**src/rtl/pipe_hazard_ctrl_pkg.sv**
```systemverilog
// Shared types and constants for the pipeline hazard controller.
package haz_pkg;

  localparam int unsigned STATE_W = 2;

  // Pipeline register indices.
  localparam int unsigned IFID  = 0;
  localparam int unsigned IDEX  = 1;
  localparam int unsigned EXMEM = 2;
  localparam int unsigned MEMWB = 3;

  typedef enum logic [STATE_W-1:0] {
    RUN      = 2'd0,
    LU_STALL = 2'd1,
    MC_WAIT  = 2'd2
  } hz_state_e;

endpackage

```
**src/rtl/pipe_hazard_ctrl_cnt.sv**
```systemverilog
// Loadable up/down cycle counter with a terminal-count flag at TC.
module hz_cycle_cnt #(
  parameter int unsigned W  = 4,
  parameter int unsigned TC = 1
) (
  input  logic         clock,
  input  logic         reset,
  input  logic         load,
  input  logic [W-1:0] load_val,
  input  logic         inc,
  input  logic         dec,
  output logic [W-1:0] cnt,
  output logic         tc
);

  // Load has priority over counting; up and down are mutually exclusive in use.
  always_ff @(posedge clock or posedge reset) begin
    if (reset) begin
      cnt <= '0;
    end else if (load) begin
      cnt <= load_val;
    end else if (inc) begin
      cnt <= cnt + W'(1);
    end else if (dec) begin
      cnt <= cnt - W'(1);
    end
  end

  // Terminal count reached.
  assign tc = (cnt == W'(TC));

endmodule

```
**src/rtl/pipe_hazard_ctrl.sv**
```systemverilog
// Pipeline hazard controller: arbitrates redirects, multi-cycle EX waits and
// load-use stalls into a PC hold plus per-register hold/flush vectors.
// Optional HAZ_PERF_CNT_EN adds saturating stall/flush event counters.
module pipe_hazard_ctrl
  import haz_pkg::*;
#(
  parameter int unsigned NUM_STAGES   = 5,
  parameter int unsigned LU_STALL_CYC = 1,
  parameter int unsigned BR_FLUSH_CYC = 2,
  parameter int unsigned MC_STAGE     = 2,
  parameter int unsigned MC_MAX       = 32
) (
  input  logic                  clock,
  input  logic                  reset,
  input  logic                  stall_lw,
  input  logic                  redirect,
  input  logic                  mc_start,
  input  logic                  mc_done,
  output logic                  pc_hold,
  output logic [NUM_STAGES-2:0] reg_hold,
  output logic [NUM_STAGES-2:0] reg_flush,
  output logic                  mc_timeout,
  output logic [STATE_W-1:0]    hz_state
`ifdef HAZ_PERF_CNT_EN
  ,
  output logic [31:0]           stall_lu_cycles,
  output logic [31:0]           stall_mc_cycles,
  output logic [31:0]           flush_events
`endif
);

  localparam int unsigned NR   = NUM_STAGES - 1;
  localparam int unsigned LU_W = 4;
  localparam int unsigned MC_W = $clog2(MC_MAX + 1);

  localparam logic [NR-1:0] BR_FLUSH_MASK = NR'((2 ** BR_FLUSH_CYC) - 1);
  localparam logic [NR-1:0] MC_HOLD_MASK  = NR'((2 ** MC_STAGE) - 1);
  localparam logic [NR-1:0] MC_FLUSH_MASK = NR'(2 ** MC_STAGE);
  localparam logic [NR-1:0] LU_HOLD_MASK  = NR'(2 ** IFID);
  localparam logic [NR-1:0] LU_FLUSH_MASK = NR'(2 ** IDEX);

  hz_state_e       state_q, state_d;
  logic            cool_q, cool_d;

  logic            lu_load, lu_dec, lu_tc;
  logic [LU_W-1:0] lu_load_val, lu_cnt;
  logic            mc_load, mc_inc, mc_tc;
  logic [MC_W-1:0] mc_load_val, mc_cnt;

  // Remaining load-use stall cycles.
  hz_cycle_cnt #(.W(LU_W), .TC(1)) u_lu_cnt (
    .clock    (clock),
    .reset    (reset),
    .load     (lu_load),
    .load_val (lu_load_val),
    .inc      (1'b0),
    .dec      (lu_dec),
    .cnt      (lu_cnt),
    .tc       (lu_tc)
  );

  // Elapsed multi-cycle wait cycles.
  hz_cycle_cnt #(.W(MC_W), .TC(MC_MAX)) u_mc_cnt (
    .clock    (clock),
    .reset    (reset),
    .load     (mc_load),
    .load_val (mc_load_val),
    .inc      (mc_inc),
    .dec      (1'b0),
    .cnt      (mc_cnt),
    .tc       (mc_tc)
  );

  // State and cooldown registers.
  always_ff @(posedge clock or posedge reset) begin
    if (reset) begin
      state_q <= RUN;
      cool_q  <= 1'b0;
    end else begin
      state_q <= state_d;
      cool_q  <= cool_d;
    end
  end

  // Next state and hazard outputs; priority redirect > multi-cycle > load-use.
  always_comb begin
    state_d     = state_q;
    cool_d      = 1'b0;
    pc_hold     = 1'b0;
    reg_hold    = '0;
    reg_flush   = '0;
    mc_timeout  = 1'b0;
    lu_load     = 1'b0;
    lu_load_val = '0;
    lu_dec      = 1'b0;
    mc_load     = 1'b0;
    mc_load_val = '0;
    mc_inc      = 1'b0;

    case (state_q)
      RUN: begin
        if (redirect) begin
          reg_flush = BR_FLUSH_MASK;
        end else if (mc_start) begin
          if (!mc_done) begin
            pc_hold     = 1'b1;
            reg_hold    = MC_HOLD_MASK;
            reg_flush   = MC_FLUSH_MASK;
            mc_load     = 1'b1;
            mc_load_val = MC_W'(1);
            state_d     = MC_WAIT;
          end
        end else if (stall_lw && !cool_q) begin
          pc_hold   = 1'b1;
          reg_hold  = LU_HOLD_MASK;
          reg_flush = LU_FLUSH_MASK;
          if (LU_STALL_CYC == 1) begin
            cool_d = 1'b1;
          end else begin
            lu_load     = 1'b1;
            lu_load_val = LU_W'(LU_STALL_CYC - 1);
            state_d     = LU_STALL;
          end
        end
      end

      LU_STALL: begin
        if (redirect) begin
          reg_flush = BR_FLUSH_MASK;
          lu_load   = 1'b1;
          state_d   = RUN;
        end else if (mc_start && !mc_done) begin
          pc_hold     = 1'b1;
          reg_hold    = MC_HOLD_MASK;
          reg_flush   = MC_FLUSH_MASK;
          lu_load     = 1'b1;
          mc_load     = 1'b1;
          mc_load_val = MC_W'(1);
          state_d     = MC_WAIT;
        end else if (lu_cnt == '0) begin
          // Corrupted counter: recover rather than stall forever.
          state_d = RUN;
        end else begin
          pc_hold   = 1'b1;
          reg_hold  = LU_HOLD_MASK;
          reg_flush = LU_FLUSH_MASK;
          lu_dec    = 1'b1;
          if (lu_tc) begin
            state_d = RUN;
            cool_d  = 1'b1;
          end
        end
      end

      MC_WAIT: begin
        if (mc_done) begin
          state_d = RUN;
        end else if (mc_tc) begin
          mc_timeout = 1'b1;
          state_d    = RUN;
        end else if (mc_cnt == '0) begin
          // Corrupted counter: recover rather than wait forever.
          state_d = RUN;
        end else begin
          pc_hold   = 1'b1;
          reg_hold  = MC_HOLD_MASK;
          reg_flush = MC_FLUSH_MASK;
          mc_inc    = 1'b1;
        end
      end

      default: begin
        state_d = RUN;
      end
    endcase

    // Outputs are quiet immediately while reset is asserted.
    if (reset) begin
      pc_hold    = 1'b0;
      reg_hold   = '0;
      reg_flush  = '0;
      mc_timeout = 1'b0;
    end
  end

  assign hz_state = state_q;

`ifdef HAZ_PERF_CNT_EN
  logic lu_cause, mc_cause, redirect_act;

  // Attribute each held cycle to its cause; redirects act only in RUN/LU_STALL.
  assign mc_cause     = pc_hold && ((state_q == MC_WAIT) || (mc_start && !mc_done));
  assign lu_cause     = pc_hold && !mc_cause;
  assign redirect_act = redirect && !reset &&
                        ((state_q == RUN) || (state_q == LU_STALL));

  // Saturating performance counters.
  always_ff @(posedge clock or posedge reset) begin
    if (reset) begin
      stall_lu_cycles <= '0;
      stall_mc_cycles <= '0;
      flush_events    <= '0;
    end else begin
      if (lu_cause && (stall_lu_cycles != '1)) stall_lu_cycles <= stall_lu_cycles + 32'd1;
      if (mc_cause && (stall_mc_cycles != '1)) stall_mc_cycles <= stall_mc_cycles + 32'd1;
      if (redirect_act && (flush_events != '1)) flush_events <= flush_events + 32'd1;
    end
  end
`endif

endmodule

```
**config.mk**
```make
export PLATFORM = sky130hd
export DESIGN_NAME = pipe_hazard_ctrl
export DESIGN_NICKNAME = d
export VERILOG_FILES = /design/src/rtl/pipe_hazard_ctrl_pkg.sv /design/src/rtl/pipe_hazard_ctrl_cnt.sv /design/src/rtl/pipe_hazard_ctrl.sv
export SDC_FILE = /design/constraint.sdc
export NUM_CORES = 1
export LEC_CHECK = 0
export CORE_AREA = 2 2 39 41
export CTS_CLUSTER_DIAMETER = 30
export DETAILED_ROUTE_END_ITERATION = 16
export DIE_AREA = 0 0 41 43
export MAX_ROUTING_LAYER = met4
export PLACE_DENSITY = 0.76
export SYNTH_ARGS = -nofsm -noshare
export SYNTH_HDL_FRONTEND = slang
export SYNTH_SLANG_ARGS = --single-unit
```
**constraint.sdc**
```tcl
create_clock -name clock -period 2.3 [get_ports clock]
set_clock_uncertainty 0.05 [all_clocks]
set_input_delay 0.46 -clock clock [delete_from_list [all_inputs] [get_ports clock]]
set_output_delay 0.46 -clock clock [all_outputs]
set_load 0.005 [all_outputs]
```
After elaboration in Yosys (flattened, before gate mapping)
Index checks and enable logic that the tools add are counted.

word-level totals
  flip-flop bits (word level) = 13
  bits in latches = 0
  RAM bits = 0
  ROM bits = 0
  input port bits = 6
  output and inout port bits = 12
  word-level logic and storage cells = 104
  memories kept = 0

operators by class
  add/sub/neg operators = 2
  multipliers = 0
  div/mod/pow operators = 0
  order comparisons = 0
  equality and inequality tests = 9
  shift-type cells = 0
  multiplexer cells = 79
  bitwise operators = 0
  reductions and logical operators = 10

operators with widths
  operator                                           number
  two-way mux 1 bit                                  38
  two-way mux 2 bit                                  18
  two-way mux 4 bit                                  8
  case mux 4 bit (3 select lines)                    2
  two-way mux 3 bit                                  6
  two-way mux 6 bit                                  2
  adder 6 x 1 -> 6 bit (second input constant)       1
  == test 6 bit (second input constant)              1
  zero test 6 bit                                    1
  != test 2 bit (second input constant)              3
  case mux 1 bit (2 select lines)                    3
  case mux 2 bit (3 select lines)                    1
  != test 5 bit (second input constant)              1
  AND reduction 5 bit                                1
  == test 4 x 1 -> 1 bit (second input constant)     1
  zero test 4 bit                                    1
  != test 4 bit (second input constant)              1
  nonzero test 2 bit                                 2
  subtractor 4 x 1 -> 4 bit (second input constant)  1
  case mux 1 bit (3 select lines)                    1
  == test 2 x 1 -> 1 bit (second input constant)     1
  == test 2 bit (second input constant)              1
  logical AND 1 bit                                  2
  zero test 1 bit                                    2
  zero test 2 bit                                    1

Longest topological paths before layout
Gate-level depths: netlist of run 1.

  depth after elaboration = 7
  gate-level depth with buffers = 7
  gate-level depth less buffers = 5

Hierarchy
Synthesis of run 1 repeated with hierarchy kept, for this count alone.

unflattened totals
  cell total of the unflattened synthesis = 82
  area total of the unflattened synthesis = 693.2 um2

by module, submodules not included
  module            times used  cells an instance  area an instance (um2)  seq. area each (um2)
  hz_cycle_cnt      1           54                 479.2                   150.1
  pipe_hazard_ctrl  1           28                 214.0                   50.0

Least setup slack after synthesis of run 1
OpenSTA, ideal clock, no wires.

  path type = register -> output
  start point = reg u_mc_cnt.cnt[0]
  end point = out reg_hold[0]
  arrival time = 1.605 ns
  data required time = 1.790 ns
  path slack = 0.185 ns
  cell stages (with the launch flop) = 8
  buffers on the path = 2
  cells stage by stage = dfrtp_1 > inv_1 > ha_1 > or4b_1 > buf_2 > a21oi_2 > a21oi_1 > buf_4

between the ends
  cells in the longest elaborated chain, start to end = 6
  elaborated cells between the ends (all ways) = 7
  classes of those cells = eq/ne: 1; mux: 5; reduce/logical: 1

RTL lines
  what                               RTL line                    text
  start: declaration                 pipe_hazard_ctrl_cnt.sv:12  output logic [W-1:0] cnt,
  start signal: assignment           pipe_hazard_ctrl_cnt.sv:21  cnt <= load_val;
  start signal: assignment           pipe_hazard_ctrl_cnt.sv:23  cnt <= cnt + W'(1);
  start signal: assignment           pipe_hazard_ctrl_cnt.sv:25  cnt <= cnt - W'(1);
  zero test 6 bit                    pipe_hazard_ctrl.sv:161     end else if (mc_cnt == '0) begin
  two-way mux 2 bit                  pipe_hazard_ctrl.sv:161
  two-way mux 2 bit *                pipe_hazard_ctrl.sv:158     end else if (mc_tc) begin
  two-way mux 2 bit *                pipe_hazard_ctrl.sv:156     if (mc_done) begin
  case mux 4 bit (3 select lines) *  pipe_hazard_ctrl.sv:100     case (state_q)
  two-way mux 4 bit *                pipe_hazard_ctrl.sv:178     if (reset) begin
  end: declaration                   pipe_hazard_ctrl.sv:20      output logic [NUM_STAGES-2:0] reg_hold,

Mark *: on every way between the ends. The rest lies on a longest branch, timed or not.

Worst setup path in the final report of run 1
  start point = reg u_mc_cnt.cnt[0]
  end point = out mc_timeout

between the ends
  cells in the longest elaborated chain, start to end = 5

RTL lines
  what               RTL line                    text
  == test 6 bit      pipe_hazard_ctrl_cnt.sv:30  assign tc = (cnt == W'(TC));
  two-way mux 1 bit  pipe_hazard_ctrl.sv:158
  two-way mux 1 bit  pipe_hazard_ctrl.sv:156
  two-way mux 1 bit  pipe_hazard_ctrl.sv:100
  two-way mux 1 bit  pipe_hazard_ctrl.sv:178
  end: declaration   pipe_hazard_ctrl.sv:22      output logic mc_timeout,

Every way passes these cells.

==> results of run 1 <==
==> Yosys cell counts <==
cell and instances:
a211o_1 1, a211oi_1 1, a21oi_1 3, a21oi_2 1, a31o_1 1, and3_1 2
buf_2 1, buf_4 6, conb_1 1, dfrtp_1 8, ha_1 2, inv_1 5
mux2i_1 2, nand2_1 4, nand2b_1 1, nand3_1 3, nor2_1 3, nor2b_1 1
nor3_1 2, nor3b_1 2, nor4b_1 3, o21ai_0 1, or3_1 1, or4b_1 2
==> cell families after synthesis <==
logic type	Yosys count	share of synthesized area, %
adders and majority gates	2	4.854
other	1	0.7275
muxes	2	3.884
DFF	8	38.83
buffers and inverters	12	13.35
and+or+nand+nor	24	27.91
AOI/OAI and AO/OA	8	10.44
==> report_power, final <==
group / internal (mW) / switching, mW / leakage [nW]
Clock: 0.0597 / 0.0470 / 0.0138
Sequential: 0.167 / 0.0210 / 0.106
Combinational: 0.210 / 0.147 / 0.343
==> metrics by stage <==
stage	total power, mW	hold WS [ns]	worst slack, ns	utilization [%]
floorplan	0.2940	0.2257	0.1846	-
global placement	0.4033	0.4056	-0.3361	52.89
detailed placement	0.4137	0.4141	-0.3893	52.89
CTS	0.5975	0.4283	-0.02984	59.31
global route	0.6983	0.4774	-0.1050	62.93
finish	0.6515	0.4663	-0.02911	62.93
==> sequential cells by signal (all words and copies together) (netlist names) <==
signal,cells
u_mc_cnt.cnt,6
cool_q,1
hz_state,1
==> timing repair <==
| action | CTS | global route |
|---|---|---|
| buffers inserted | 5 | 4 |
| endpoints found under the hold margin | 0 | 0 |
| setup endpoints to repair | 6 | 5 |
| pin swaps | 1 | 0 |
| gates resized for setup | 38 | 3 |
==> how the worst max path moves through the flow <==
stage	startpoint	to	slack, ns	depth (start not counted)
after global placement	mc_done	pc_hold	-0.34	6
after detailed placement	mc_done	reg_hold[0]	-0.39	6
after global routing	u_mc_cnt.cnt[0]$_DFFE_PP0P_	mc_timeout	-0.10	6
after floorplan	u_mc_cnt.cnt[0]$_DFFE_PP0P_	reg_hold[0]	0.18	7
after CTS	u_mc_cnt.cnt[0]$_DFFE_PP0P_	mc_timeout	-0.03	6
final	u_mc_cnt.cnt[0]$_DFFE_PP0P_	mc_timeout	-0.03	6
==> per-layer routing <==
layer,global-route usage [%],vias to the layer above,part of all wire (%)
li1,-,263,-
met5,-,-,0
met4,10.00,0,1.6
met2,30.94,19,53
met3,3.141,4,3.7
met1,25.33,259,42
==> layout make-up <==
type / instances / area, µm²
Tap cell: 16 / 20.02
Fill cell: 111 / 513.0
Sequential cell: 8 / 200.2
Timing Repair Buffer: 36 / 286.5
Inverter: 5 / 18.77
Clock buffer: 3 / 22.52
Multi-Input combinational cell: 40 / 322.8
==> results.sh, run 1 <==
export IMPL_grtUsageTotal_pct=20.40
export IMPL_required_ns=1.79
export IMPL_area_growth_pct=68.93
export IMPL_reg2reg_depth=8
export IMPL_clk_pin_slew_ns=0.05
export IMPL_holdCritStartpoint="u_mc_cnt.cnt[5]$_DFFE_PP0P_"
export IMPL_cp_arrival_ns=1.82
export IMPL_htreeDepth=1
export IMPL_max_freq_ghz=0.4293
export IMPL_ys_seq_elements=8
export IMPL_vias=545
export IMPL_syn_area_um2=515.5
export IMPL_cts_num_sinks=8
export IMPL_rrSetupSlack_ns=0.28
export IMPL_critPathLaunchType="register"
export IMPL_min_path_type="register to register"
export IMPL_rsz0062_at_grt="true"
export IMPL_cts_root_buf="clkbuf_4"
export IMPL_slew_violations=0
export IMPL_stdcell_count=108
export IMPL_coreArea_um2=1384
export IMPL_path_class="register to output pin"
export IMPL_setup_ws_ns=-0.02911
export IMPL_violations="setup timing"
export IMPL_crit_family="simple AND/OR/NAND/NOR gates"
export IMPL_p_leak_nw=0.4625
export IMPL_yosysWarnings=0
export IMPL_place_congestion=0.7870
export IMPL_drt_iter0_drc=13
export IMPL_drive_gt1_share_pct=44.57
export IMPL_cts_tree="built"
export IMPL_post_dp_cell_area_um2=732.0
export IMPL_nets=102
export IMPL_ir_drop_v=0.0004041
export IMPL_grt_pass1_vias=504
export IMPL_drc_errors=0
export IMPL_drt_wirelength_per_cell_um=13.43
export IMPL_status="finished, violations left"
export IMPL_cts_made_buffers=3
export IMPL_postCtsHoldBufs=0
export IMPL_slowest_stage="or4b_4"
export IMPL_yosys_area_top_type="dfrtp_1"
export IMPL_cts_buffer_depth=2
export IMPL_r2r_end="u_mc_cnt.cnt[4]$_DFFE_PP0P_"
export IMPL_setup_violations=1
export IMPL_diodes=0
export IMPL_dp_cells=96
export IMPL_synth_area_leaders="dfrtp_1 39%, buf_4 8.7%, nor4b_1 5.1%"
export IMPL_yosysSeqAreaShare_pct=38.83
export IMPL_avgSynthCellArea_um2=9.044
export IMPL_clock_latency_ns=0.25
export IMPL_dp_hpwl_um=934.6
export IMPL_pin_count=18
export IMPL_cap_violations=0
export IMPL_crit_chain="inv_2 -> ha_4 -> or4b_4 -> buf_6 -> nor4b_4 -> buf_2"
export IMPL_overflow=0
export IMPL_grt_max_degree=9
export IMPL_die_height_um=43
export IMPL_initial_core_util_pct=37.25
export IMPL_ant_nets=0
export IMPL_dieArea_um2=1763
export IMPL_hold_viol=0
export IMPL_finalWirelength_um=1450
export IMPL_final_cell_mix="20 x buf_4, 8 x dfrtp_1, 5 x buf_2"
export IMPL_regToRegStartpoint="u_mc_cnt.cnt[0]$_DFFE_PP0P_"
export IMPL_synth_cell_type_count=24
export IMPL_dr_pass1_iters=4
export IMPL_period_needed_ns=2.329
export IMPL_grt_pass1_wl_um=2290
export IMPL_max_stage_delay_ns=0.48
export IMPL_hold_depth=1
export IMPL_syn_inst=57
export IMPL_die_w_um=41
export IMPL_critPathCaptureType="output pin"
export IMPL_powerDensity_nw_per_um2=748.1
export IMPL_final_common_cell="buf_4"
export IMPL_stdcell_area_um2=870.8
export IMPL_min_to="u_mc_cnt.cnt[5]$_DFFE_PP0P_"
export IMPL_crit_path_max_fanout=2
export IMPL_finalSetupTns_ns=-0.02911
export IMPL_period_share_pct=101.3
export IMPL_vias_per_cell=5.046
export IMPL_portBuffers=13
export IMPL_cp_buffers_inverters=3
export IMPL_synth_top_area_share_pct=38.83
export IMPL_antenna_found_initial=0
export IMPL_rows=14
Power figures use the tool's default switching activity.
==> inputs of run 2 (changes only) <==
SETUP_SLACK_MARGIN = 0.4   (was unset)
==> results.sh, run 2 (same netlist as run 1, synthesis figures left out) <==
export IMPL_period_share_pct=103.4
export IMPL_top_register="u_mc_cnt.cnt"
export IMPL_setup_ws_ns=-0.07795
export IMPL_cts_num_sinks=8
export IMPL_rsz0062_at_grt="true"
export IMPL_drt_wirelength_per_cell_um=13.73
export IMPL_hold_viol=0
export IMPL_overflow=0
export IMPL_p_leak_nw=0.4732
export IMPL_cts_root_buf="clkbuf_4"
export IMPL_status="finished, violations left"
export IMPL_finalWirelength_um=1469
export IMPL_ir_drop_v=0.0005058
export IMPL_drc_errors=0
export IMPL_portBuffers=13
export IMPL_crit_path_max_fanout=2
export IMPL_area_growth_pct=71.60
export IMPL_diodes=0
export IMPL_coreArea_um2=1384
export IMPL_cap_violations=0
export IMPL_drive_gt1_share_pct=48.35
export IMPL_slew_violations=0
export IMPL_stdcell_area_um2=884.6
export IMPL_rows=14
export IMPL_final_cell_mix="18 x buf_4, 8 x dfrtp_1, 5 x buf_2"
export IMPL_postCtsHoldBufs=0
export IMPL_violations="setup timing"
export IMPL_pin_count=18
export IMPL_whs_ns=0.4466
export IMPL_powerDensity_nw_per_um2=729.2
export IMPL_initial_core_util_pct=37.25
export IMPL_die_w_um=41
export IMPL_critPathCaptureType="output pin"
export IMPL_finalSetupTns_ns=-0.3355
export IMPL_grt_pass1_vias=531
export IMPL_dr_pass1_iters=4
export IMPL_vias_per_cell=4.850
export IMPL_path_class="register to output pin"
export IMPL_grt_pass1_wl_um=2228
export IMPL_setup_violations=5
export IMPL_clk_pin_slew_ns=0.05
export IMPL_final_common_cell="buf_4"
export IMPL_antenna_found_initial=0
export IMPL_cp_arrival_ns=1.87
export IMPL_die_height_um=43
export IMPL_clock_latency_ns=0.25
export IMPL_place_congestion=0.8832
export IMPL_grtUsageTotal_pct=19.06
export IMPL_post_dp_cell_area_um2=750.7
export IMPL_min_path_type="register to register"
export IMPL_required_ns=1.79
export IMPL_nets=101
export IMPL_cts_tree="built"
export IMPL_dieArea_um2=1763
export IMPL_grt_max_degree=9
export IMPL_cts_buffer_depth=2
export IMPL_cts_made_buffers=3
export IMPL_dp_hpwl_um=990.6
export IMPL_fin_total_pwr_uw=645.1
export IMPL_largest_register_ffs=6
export IMPL_vias=519
export IMPL_ant_nets=0
export IMPL_critPathLaunchType="register"
export IMPL_drt_iter0_drc=14
export IMPL_max_freq_ghz=0.4205
export IMPL_period_needed_ns=2.378
export IMPL_htreeDepth=1
[run 2: cell types whose count changed in the layout (fill, tap and decap cells not counted), moves of 2 or more]
cell / delta
buf_4: -2
dlygate4sd2_1: -4
dlymetal6s2s_1: +2
clkbuf_2: +2
[run 2: stage by stage]
stage                     setup WS (ns)  utilization (%)  cells
after floorplan                  0.2605                -     60
after global placement          -0.3286            54.25     97
after detailed placement        -0.3559            54.25     97
after CTS                       -0.1221            58.50    104
after global routing            -0.1490            63.92    107
final                          -0.07795            63.92    107
[run 2: final cells by class]
type / instances / area, µm²
well taps: 16 / 20.02
flip-flops and latches: 8 / 200.2
multi-input cells: 40 / 340.3
clock buffers: 3 / 22.52
inverters: 5 / 18.77
fillers: 101 / 499.2
repair buffers: 35 / 282.8
[run 2: worst paths after layout]
path,startpoint,endpoint,slack [ns],depth (start not counted)
worst max-delay path,u_mc_cnt.cnt[0]$_DFFE_PP0P_,reg_hold[0],-0.08,8
worst min-delay path,u_mc_cnt.cnt[5]$_DFFE_PP0P_,u_mc_cnt.cnt[5]$_DFFE_PP0P_,0.45,1
worst max register to register,u_mc_cnt.cnt[0]$_DFFE_PP0P_,u_mc_cnt.cnt[4]$_DFFE_PP0P_,0.33,8
worst min register to register,u_mc_cnt.cnt[5]$_DFFE_PP0P_,u_mc_cnt.cnt[5]$_DFFE_PP0P_,0.45,1
max in group asynchronous,reset,u_mc_cnt.cnt[4]$_DFFE_PP0P_,1.29,3
min in group asynchronous,reset,u_mc_cnt.cnt[1]$_DFFE_PP0P_,0.66,3
[run 2: what timing repair did]
item | CTS | global route
gates resized for setup | 31 | 16
setup buffers | 4 | 3
pin swaps | 5 | 8
setup endpoints to repair | 7 | 8
[run 2: routing by layer]
metal	GRT usage, %	vias to the layer above	share of wire (%)
met5	-	-	0
li1	-	261	-
met2	29.06	11	54
met1	24.75	247	44
met3	3.141	0	2.0
met4	6.667	0	0
[run 2: where the power goes]
| group | leakage, nW | internal, mW | switching [mW] |
|---|---|---|---|
| logic | 0.354 | 0.209 | 0.142 |
| clock network | 0.0138 | 0.0596 | 0.0468 |
| registers | 0.106 | 0.167 | 0.0207 |
[run 2: critical path, cell delays in order (launching register included)]
cell	delay [ns]
dfrtp_1	0.39
inv_2	0.08
ha_4	0.12
or4b_4	0.46
buf_6	0.14
a21oi_4	0.13
buf_6	0.12
a21oi_2	0.04
buf_2	0.13
